## src/rtl/rf_writeback_arbiter.sv

```systemverilog
// Register-file writeback arbiter: one holding slot per result producer, drained
// round-robin onto WRITE_PORTS RF write ports, with a pending-write mask for issue.

module rf_wb_slot #(
   parameter int AW = 5,
   parameter int DW = 32
) (
   input  logic          clk,
   input  logic          rst,
   input  logic          load,
   input  logic          drain,
   input  logic [AW-1:0] in_addr,
   input  logic [DW-1:0] in_data,
   output logic          occupied,
   output logic [AW-1:0] addr,
   output logic [DW-1:0] data
);
   // A load wins over a same-cycle drain; writes to register 0 never occupy.
   always_ff @(posedge clk) begin
      if (!rst) begin
         occupied <= 1'b0;
         addr     <= '0;
         data     <= '0;
      end else if (load) begin
         occupied <= (in_addr != '0);
         addr     <= in_addr;
         data     <= in_data;
      end else if (drain) begin
         occupied <= 1'b0;
      end
   end
endmodule

module rf_writeback_arbiter #(
   parameter int DATA_WIDTH  = 32,
   parameter int NUM_REGS    = 32,
   parameter int ADDR_WIDTH  = $clog2(NUM_REGS),
   parameter int NUM_SRC     = 4,
   parameter int WRITE_PORTS = 1
) (
   input  logic                                    clk,
   input  logic                                    rst,
   input  logic [NUM_SRC-1:0]                      src_valid,
   output logic [NUM_SRC-1:0]                      src_ready,
   input  logic [NUM_SRC-1:0][ADDR_WIDTH-1:0]      src_addr,
   input  logic [NUM_SRC-1:0][DATA_WIDTH-1:0]      src_data,
   output logic [WRITE_PORTS-1:0][ADDR_WIDTH-1:0]  write_addrs,
   output logic [WRITE_PORTS-1:0][DATA_WIDTH-1:0]  write_data,
   output logic [WRITE_PORTS-1:0]                  write_reg_enable,
   output logic [NUM_REGS-1:0]                     pending_mask
);
   localparam int PW = (NUM_SRC > 1) ? $clog2(NUM_SRC) : 1;

   logic [NUM_SRC-1:0]                 occ, grant, load;
   logic [NUM_SRC-1:0][ADDR_WIDTH-1:0] slot_addr;
   logic [NUM_SRC-1:0][DATA_WIDTH-1:0] slot_data;
   logic [PW-1:0]                      rr_ptr, rr_next;
   int                                 idx, np;
   logic                               dup;

   assign src_ready = ~occ | grant;
   assign load      = src_valid & src_ready;

   for (genvar s = 0; s < NUM_SRC; s++) begin : g_slot
      rf_wb_slot #(.AW(ADDR_WIDTH), .DW(DATA_WIDTH)) u_slot (
         .clk      (clk),
         .rst      (rst),
         .load     (load[s]),
         .drain    (grant[s]),
         .in_addr  (src_addr[s]),
         .in_data  (src_data[s]),
         .occupied (occ[s]),
         .addr     (slot_addr[s]),
         .data     (slot_data[s])
      );
   end

   // Grants are suppressed while reset is asserted so discarded results never reach the RF.
   always_comb begin
      grant            = '0;
      write_reg_enable = '0;
      write_addrs      = '0;
      write_data       = '0;
      rr_next          = rr_ptr;
      idx              = 0;
      np               = 0;
      dup              = 1'b0;
      if (rst) begin
         for (int k = 0; k < NUM_SRC; k++) begin
            idx = int'(rr_ptr) + k;
            if (idx >= NUM_SRC) idx = idx - NUM_SRC;
            for (int s = 0; s < NUM_SRC; s++) begin
               if (s == idx && occ[s] && np < WRITE_PORTS) begin
                  dup = 1'b0;
                  for (int p = 0; p < WRITE_PORTS; p++)
                     if (p < np && write_addrs[p] == slot_addr[s]) dup = 1'b1;
                  if (!dup) begin
                     grant[s] = 1'b1;
                     for (int p = 0; p < WRITE_PORTS; p++) begin
                        if (p == np) begin
                           write_reg_enable[p] = 1'b1;
                           write_addrs[p]      = slot_addr[s];
                           write_data[p]       = slot_data[s];
                        end
                     end
                     np      = np + 1;
                     rr_next = (s == NUM_SRC - 1) ? '0 : PW'(s + 1);
                  end
               end
            end
         end
      end
   end

   always_ff @(posedge clk) begin
      if (!rst) rr_ptr <= '0;
      else      rr_ptr <= rr_next;
   end

   always_comb begin
      pending_mask = '0;
      for (int s = 0; s < NUM_SRC; s++)
         if (occ[s]) pending_mask[slot_addr[s]] = 1'b1;
   end
endmodule

```

## config.mk

```make
export PLATFORM = sky130hd
export DESIGN_NAME = rf_writeback_arbiter
export DESIGN_NICKNAME = d
export VERILOG_FILES = /design/src/rtl/rf_writeback_arbiter.sv
export SDC_FILE = /design/constraint.sdc
export NUM_CORES = 1
export LEC_CHECK = 0
export ABC_AREA = 1
export CAP_MARGIN = 20
export CORE_UTILIZATION = 35
export CTS_BUF_LIST = sky130_fd_sc_hd__clkbuf_16
export DETAILED_ROUTE_END_ITERATION = 6
export SLEW_MARGIN = 20
export SYNTH_ARGS = -nofsm -noshare
export SYNTH_HDL_FRONTEND = slang
export SYNTH_SLANG_ARGS = --single-unit
```

## constraint.sdc

```tcl
create_clock -name clk -period 26.9 [get_ports clk]
set_input_delay 2.69 -clock clk [delete_from_list [all_inputs] [get_ports clk]]
set_output_delay 2.69 -clock clk [all_outputs]
set_load 0.05 [all_outputs]
```

# ---- Word-level counts from Yosys, hierarchy flattened
# Cells that the tools add are included.
dict set report op_classes {
  add_sub_neg 21
  n_lt_le_gt_ge 42
  n_eq_ne 27
  mux 359
  bitwise_logic 6
  reduce_logical 77
}
# op count
set ops {}
lappend ops {{2-to-1 mux 32 bit} 111}
lappend ops {{logical NOT 32 bit} 19}
lappend ops {{less-than comparator 1 x 32 -> 1 bit, first input constant} 15}
lappend ops {{less-than comparator 32 x 2 -> 1 bit, second input constant} 15}
lappend ops {{adder 32 x 2 -> 32 bit, second input constant} 14}
lappend ops {{2-to-1 mux 5 bit} 62}
lappend ops {{== test 3 x 32 -> 1 bit, first input constant} 8}
lappend ops {{2-to-1 mux 1 bit} 141}
lappend ops {{== test 2 x 32 -> 1 bit, first input constant} 4}
lappend ops {{OR 32 bit} 3}
lappend ops {{2-to-1 mux 2 bit} 40}
lappend ops {{== test 5 bit} 15}
lappend ops {{logical AND 1 bit} 50}
lappend ops {{less-than comparator 5 x 6 -> 1 bit, second input constant} 4}
lappend ops {{demux 1 bit (select 5 bit)} 4}
lappend ops {{>= comparator 5 x 1 -> 1 bit, second input constant} 4}
lappend ops {{nonzero test 5 bit} 4}
lappend ops {{subtractor 3 x 3 -> 4 bit, second input constant} 3}
lappend ops {{>= comparator 3 bit, second input constant} 3}
lappend ops {{nonzero test 2 bit} 4}
lappend ops {{adder 2 x 2 -> 3 bit, second input constant} 2}
lappend ops {{bitwise AND 4 bit} 1}
lappend ops {{2-to-1 mux 4 bit} 1}
lappend ops {{NOT 4 bit} 1}
lappend ops {{4 further kinds} 4}
dict set report totals {
  register_bits 154
  inputBits 154
  out_inout_bits 74
  word_cells 545
}

# ---- Depth between registers and ports, before layout
dict set report logic_depth {
  ltp_word 130
  ltp_mapped 106
  ltp_nobuf 98
}

# ---- Hierarchy
# Synthesis repeated with hierarchy kept, for this count alone.
dict set report hier_totals {
  cells_unflattened 2346
  area_unflattened_um2 13719.4
}
# mod n_inst cells_each area_each_um2 seq_area_each_um2
set modules_own_cells {}
lappend modules_own_cells {rf_writeback_arbiter 1 1662 8289.2 40.0}
lappend modules_own_cells {rf_wb_slot 4 171 1357.6 760.7}

# ---- Worst setup path before layout
# No wires, ideal clock.
dict set report synth_timing {
  path_type {register -> output}
  startpoint {register rr_ptr[0]}
  endpoint {output port write_data[13] in the netlist's numbering}
  t_arrival_ns 11.841
  t_required_ns 24.210
  slack_ns 12.369
  path_stages_with_launch 95
  path_buffers 10
  path_cell_list {dfxtp_1 -> buf_6 -> inv_4 -> nor2_1 -> nand2_2 -> nand2_1 -> nor2_1 -> ha_1 -> nand2_2 -> nor2_4 -> buf_6 -> nor2_2 -> ha_1 -> nand2_1 -> nor2_1 -> nand2_1 -> inv_1 -> nand2_2 -> [... 59 more ...] -> nor2_4 -> inv_2 -> buf_2 -> nand3_1 -> nand2_1 -> inv_1 -> ha_1 -> nand2_1 -> nor2_1 -> nand2_1 -> inv_2 -> buf_4 -> nand2_1 -> nand3_1 -> nand3_2 -> buf_2 -> buf_2 -> a31oi_1}
}
# element line_no
set synth_rtl {}
lappend synth_rtl {{start, declared} 57} ;# logic [PW-1:0] rr_ptr, rr_next;
lappend synth_rtl {{start signal, assigned} 117} ;# else rr_ptr <= rr_next;
lappend synth_rtl {{end, declared} 48} ;# output logic [WRITE_PORTS-1:0][DATA_WIDTH-1:0] write_data,

==> results.md <==
Status:
- The run finished with clean final reports.

Die:
- The standard cell core area is approximately 37000 sq um.
- For this configuration, the core starts out at a cell density of a little over a third.
- The area of the die is 38700 sq um.
- From left edge to right edge, the die measures 197 um.
- The height of the die is between 150 and 200 um.
- For this design the top-level I/O count stands at between 200 and 250.
- Row generation in the floorplan step produced 70 rows.

Timing:
- Setup repair after global routing left no endpoint under its margin.
- The transition time at the pin with the least slew margin is roughly 1 ns.
- Between clock sinks in the finished design, the worst skew comes to 0.0110 ns.
- Based on the critical path, the design can be clocked at up to about 42 MHz.
- The count of final max-slew check failures came to 0.
- The final-report setup violation count is 0.
- The final critical path takes up between 80% and 90% of the cycle.
- The routed design could run at a clock period as short as about 24 ns.
- The hold violation total from the final report is 0.
- The total negative slack is 0 ns.
- The worst max-slew margin expressed relative to the limit is around 33%.

Clocking:
- The hold buffer count at CTS is 0.
- The post-cts resize count is 0.
- TritonCTS created 17 clock buffers.
- The depth of the CTS H-tree is 4.
- The CTS tree is done.
- Buffers added to address setup during post-CTS repair amount to 0.
- The clock passes through at most 2 buffers.
- The cell at the root of the clock tree is clkbuf_16.
- After clock tree synthesis, the clock-pin slew on the worst setup and hold paths is 0.07 ns.
- The clock insertion delay at the later pin of the skew report is 0.46 ns.
- Counting every sink on the clock net gives between 150 and 200.

Pwr:
- The power density over the cells is 83.7 nW/um^2.
- IR analysis of the VDD net gives a maximum drop of about 0.076 mV.
- Overall power consumption after layout is estimated at 1350 uW.
- For this design the static power due to leakage is slightly above 0.006 uW.

Placement:
- Detailed placement ended at an HPWL of 40500 um.
- During placement, the flow inserted port buffers numbering 227.
- At the end of routability-driven placement, the weighted congestion stood at 0.994.

Synth:
- In this run the mean area of a mapped cell was between 6 and 7 sq um.
- Summing the areas of all compound-gate instances in the mapped netlist gives 35.2% of the synthesized area.
- The count of state elements after synthesis is ~150.
- The synthesized design contains 0 enable-type register cells.
- The combined area of all synthesized cells is between 10000 and 15000 sq um.
- The most common flop cell mapped by yosys is dfxtp_1.
- Counting flops with an async set or reset pin after synthesis yields a share of 0%.
- The number of nets handed over by synthesis was 2380.
- The sequential cell area fraction in the yosys report is a little under a quarter.
- The combinational family with the most area after synthesis is compound AO/OA/AOI/OAI gates.
- The synthesized netlist contains between 40 and 50 unique library cells.
- Of the total synthesized cell area, the portion taken by full adders, half adders and majority gates is roughly 2.3%.
- The multiplexer area fraction after synthesis is less than 1%.
- The post-synthesis share of cell area spent on xor and xnor gates is 0%.
- After Yosys synthesis, and, or, nand and nor cells account for a little over a quarter of the synthesized area.
- For this run, the number of Yosys warnings is 0.
- The synthesized instance count is ~2200.

Global route:
- The first-pass GRT wire length is 88500 um.
- The number of antenna violations at the first check in global routing is 0.
- The largest net degree at the start of global routing is 99.
- The number of global-route vias before repair was 15400.
- The fraction of met2 tracks used by global routing is between 50% and 60%.
- The aggregate global routing overflow is 0.
- The met1 usage in global routing is a little under two fifths.
- met2 is the most crowded layer.
- The met3 track demand over resource in global routing is around 3.3%.
- The global-route usage over all layers is between 20% and 30%.

Critical path:
- The slowest stage of the critical path is the clkinv_2 cell.
- STA classifies the critical path startpoint as a register.
- STA puts the critical path data arrival time at ~21 ns.
- The largest single stage delay on the critical path is slightly below 0.9 ns.
- Counting stages on the worst path, the most repeated cell is nand2_1.
- The buffers plus inverters on the worst setup path is 26.
- The logic depth of the worst setup path including buffers is between 90 and 100.
- STA classifies the critical path endpoint as a primary output.
- In this run the worst path has a maximum fanout of 69.
- The kind of cell adding the most delay to the critical path is simple AND/OR/NAND/NOR gates.
- The depth of the most critical reg-to-reg path is 93.
- The worst setup path is of the reg2out kind.
- For the worst setup path, the data required time is 24.21 ns.

Drt:
- The detail route stage leaves a number of antenna-violating nets equal to 0.
- The total iterations of the first detailed-routing run is 7.
- In this run, the number of DRC markers left after iteration 0 of detailed routing was around 1600.
- Dividing the detail-routed via count by the number of cells gives 5.82.
- The final wirelength is ~58000 um.
- The via count of the routed design is between 15000 and 20000.
- The residual DRC count is 0.
- Dividing the detail-routed wire length by the instance count gives slightly above 20 um.

Run:
- The max-capacitance violation count is 0.

Worst hold path:
- The path category of the worst min-delay check is reg2reg.
- The hold-critical path depth is 2.

Final layout:
- The final-stage net count is about 2500.
- The area growth from synthesis to layout is 21.8%.
- The repair_antennas step left the layout with diodes totalling 0.
- The post-route netlist has 5.65% of its cells at a drive strength greater than 1.
## per-layer routing
metal / vias up / wire length (um)
met4: 0 / 2670
li1: 7757 / -
met3: 145 / 3750
met5: - / 0
met1: 7611 / 24500
met2: 808 / 27200
## stage by stage
step	hold WS (ns)	util [%]	area [sq um]	std cells	setup slack, ns
after CTS	0.514	43.7	16200	2803	3.39
after global routing	0.532	43.7	16200	2803	0.900
after global placement	0.495	42.1	15600	2771	4.73
final	0.516	43.7	16200	2803	2.96
after detailed placement	0.504	42.1	15600	2771	3.96
after floorplan	0.459	-	13300	2202	12.37
## state kept, by name, indices dropped and copies added, names as in the netlist
name and flops:
g_slot.u_slot.data 128, g_slot.u_slot.occupied 4, g_slot.u_slot.addr 20, rr_ptr 2
## worst paths after layout
| path | from | end | slack (ns) |
|---|---|---|---|
| setup / recovery | rr_ptr[0] | write_data[9] | 2.96 |
| hold / removal | g_slot[0].u_slot.data[17] | g_slot[0].u_slot.data[17] | 0.52 |
| setup reg to reg | rr_ptr[0] | g_slot[3].u_slot.data[25] | 6.57 |
| hold reg to reg | g_slot[0].u_slot.data[17] | g_slot[0].u_slot.data[17] | 0.52 |
## logic make-up (layout without fill, tap and decap cells)
group                    after synthesis  in the layout
AO/OA/AOI/OAI                        798            798
adder cells (fa/ha/maj)               24             24
buffers and inverters                396            493
flip-flops                           154            154
multiplexers                           4              4
other                                  2              2
AND/OR/NAND/NOR                      824            824
## cell usage after synthesis, types with 2 or more instances
| library cell | n | area share [%] |
|---|---|---|
| nand4_1 | 17 | 0.80 |
| nand2_1 | 403 | 11 |
| buf_1 | 19 | 0.54 |
| o221ai_1 | 31 | 2.0 |
| clkinv_1 | 4 | 0.11 |
| o22a_1 | 31 | 2.0 |
| ha_1 | 24 | 2.3 |
| inv_2 | 15 | 0.42 |
| nor4_1 | 2 | 0.094 |
| mux2i_1 | 4 | 0.30 |
| nor2_1 | 181 | 5.1 |
| a31oi_1 | 6 | 0.28 |
| nand2_4 | 2 | 0.17 |
| a21oi_1 | 186 | 7.0 |
| clkbuf_1 | 133 | 3.8 |
| nand3_2 | 19 | 1.4 |
| nor3_1 | 11 | 0.42 |
| o22ai_1 | 7 | 0.33 |
| buf_2 | 21 | 0.79 |
| inv_1 | 194 | 5.5 |
| a221oi_1 | 28 | 1.8 |
| nor2_4 | 3 | 0.25 |
| conb_1 | 2 | 0.057 |
| o21ai_1 | 3 | 0.11 |
| or2_2 | 2 | 0.094 |
| buf_6 | 8 | 0.68 |
| dfxtp_1 | 154 | 23 |
| o21ai_0 | 390 | 15 |
| o211ai_1 | 105 | 5.9 |
| nand3_1 | 154 | 5.8 |
| nand2_2 | 22 | 1.0 |
| nor2_2 | 4 | 0.19 |
| o41ai_1 | 4 | 0.26 |
## power breakdown
group	leakage (uW)	switching (uW)	total (uW)	internal, uW
Sequential	0.00128	50.3	308	258
Combinational	0.00456	524	796	272
Clock	0.000279	117	248	131
Total	0.00611	691	1350	660
## cells in the final DEF (no fill, tap or decap), drive strengths merged, types with 8 or more instances in the layout
master / n
a21oi: 186
a221oi: 28
buf: 22
clkbuf: 17
clkdlybuf4s50: 225
clkinv: 8
dfxtp: 154
ha: 24
inv: 217
nand2: 427
nand3: 173
nand4: 17
nor2: 188
nor3: 11
o211ai: 106
o21ai: 393
o221ai: 31
o22a: 31
## cell type report
type	instances	area (sq um)
well taps	504	631
flip-flops and latches	154	3080
repair buffers	247	2410
clock inverters	15	155
fillers	4030	20800
inverters	214	807
multi-input cells	1652	8640
clock buffers	17	425
## worst register-to-register path, delay by kind of cell (launching register included)
kind                     cells  cell delay [ns]
flip-flops                   1             0.60
adder cells (fa/ha/maj)     12             2.22
AO/OA/AOI/OAI                1             0.15
buffers and inverters       23             5.93
AND/OR/NAND/NOR             57            11.31
Note: power is estimated with default switching activity, not from simulation.
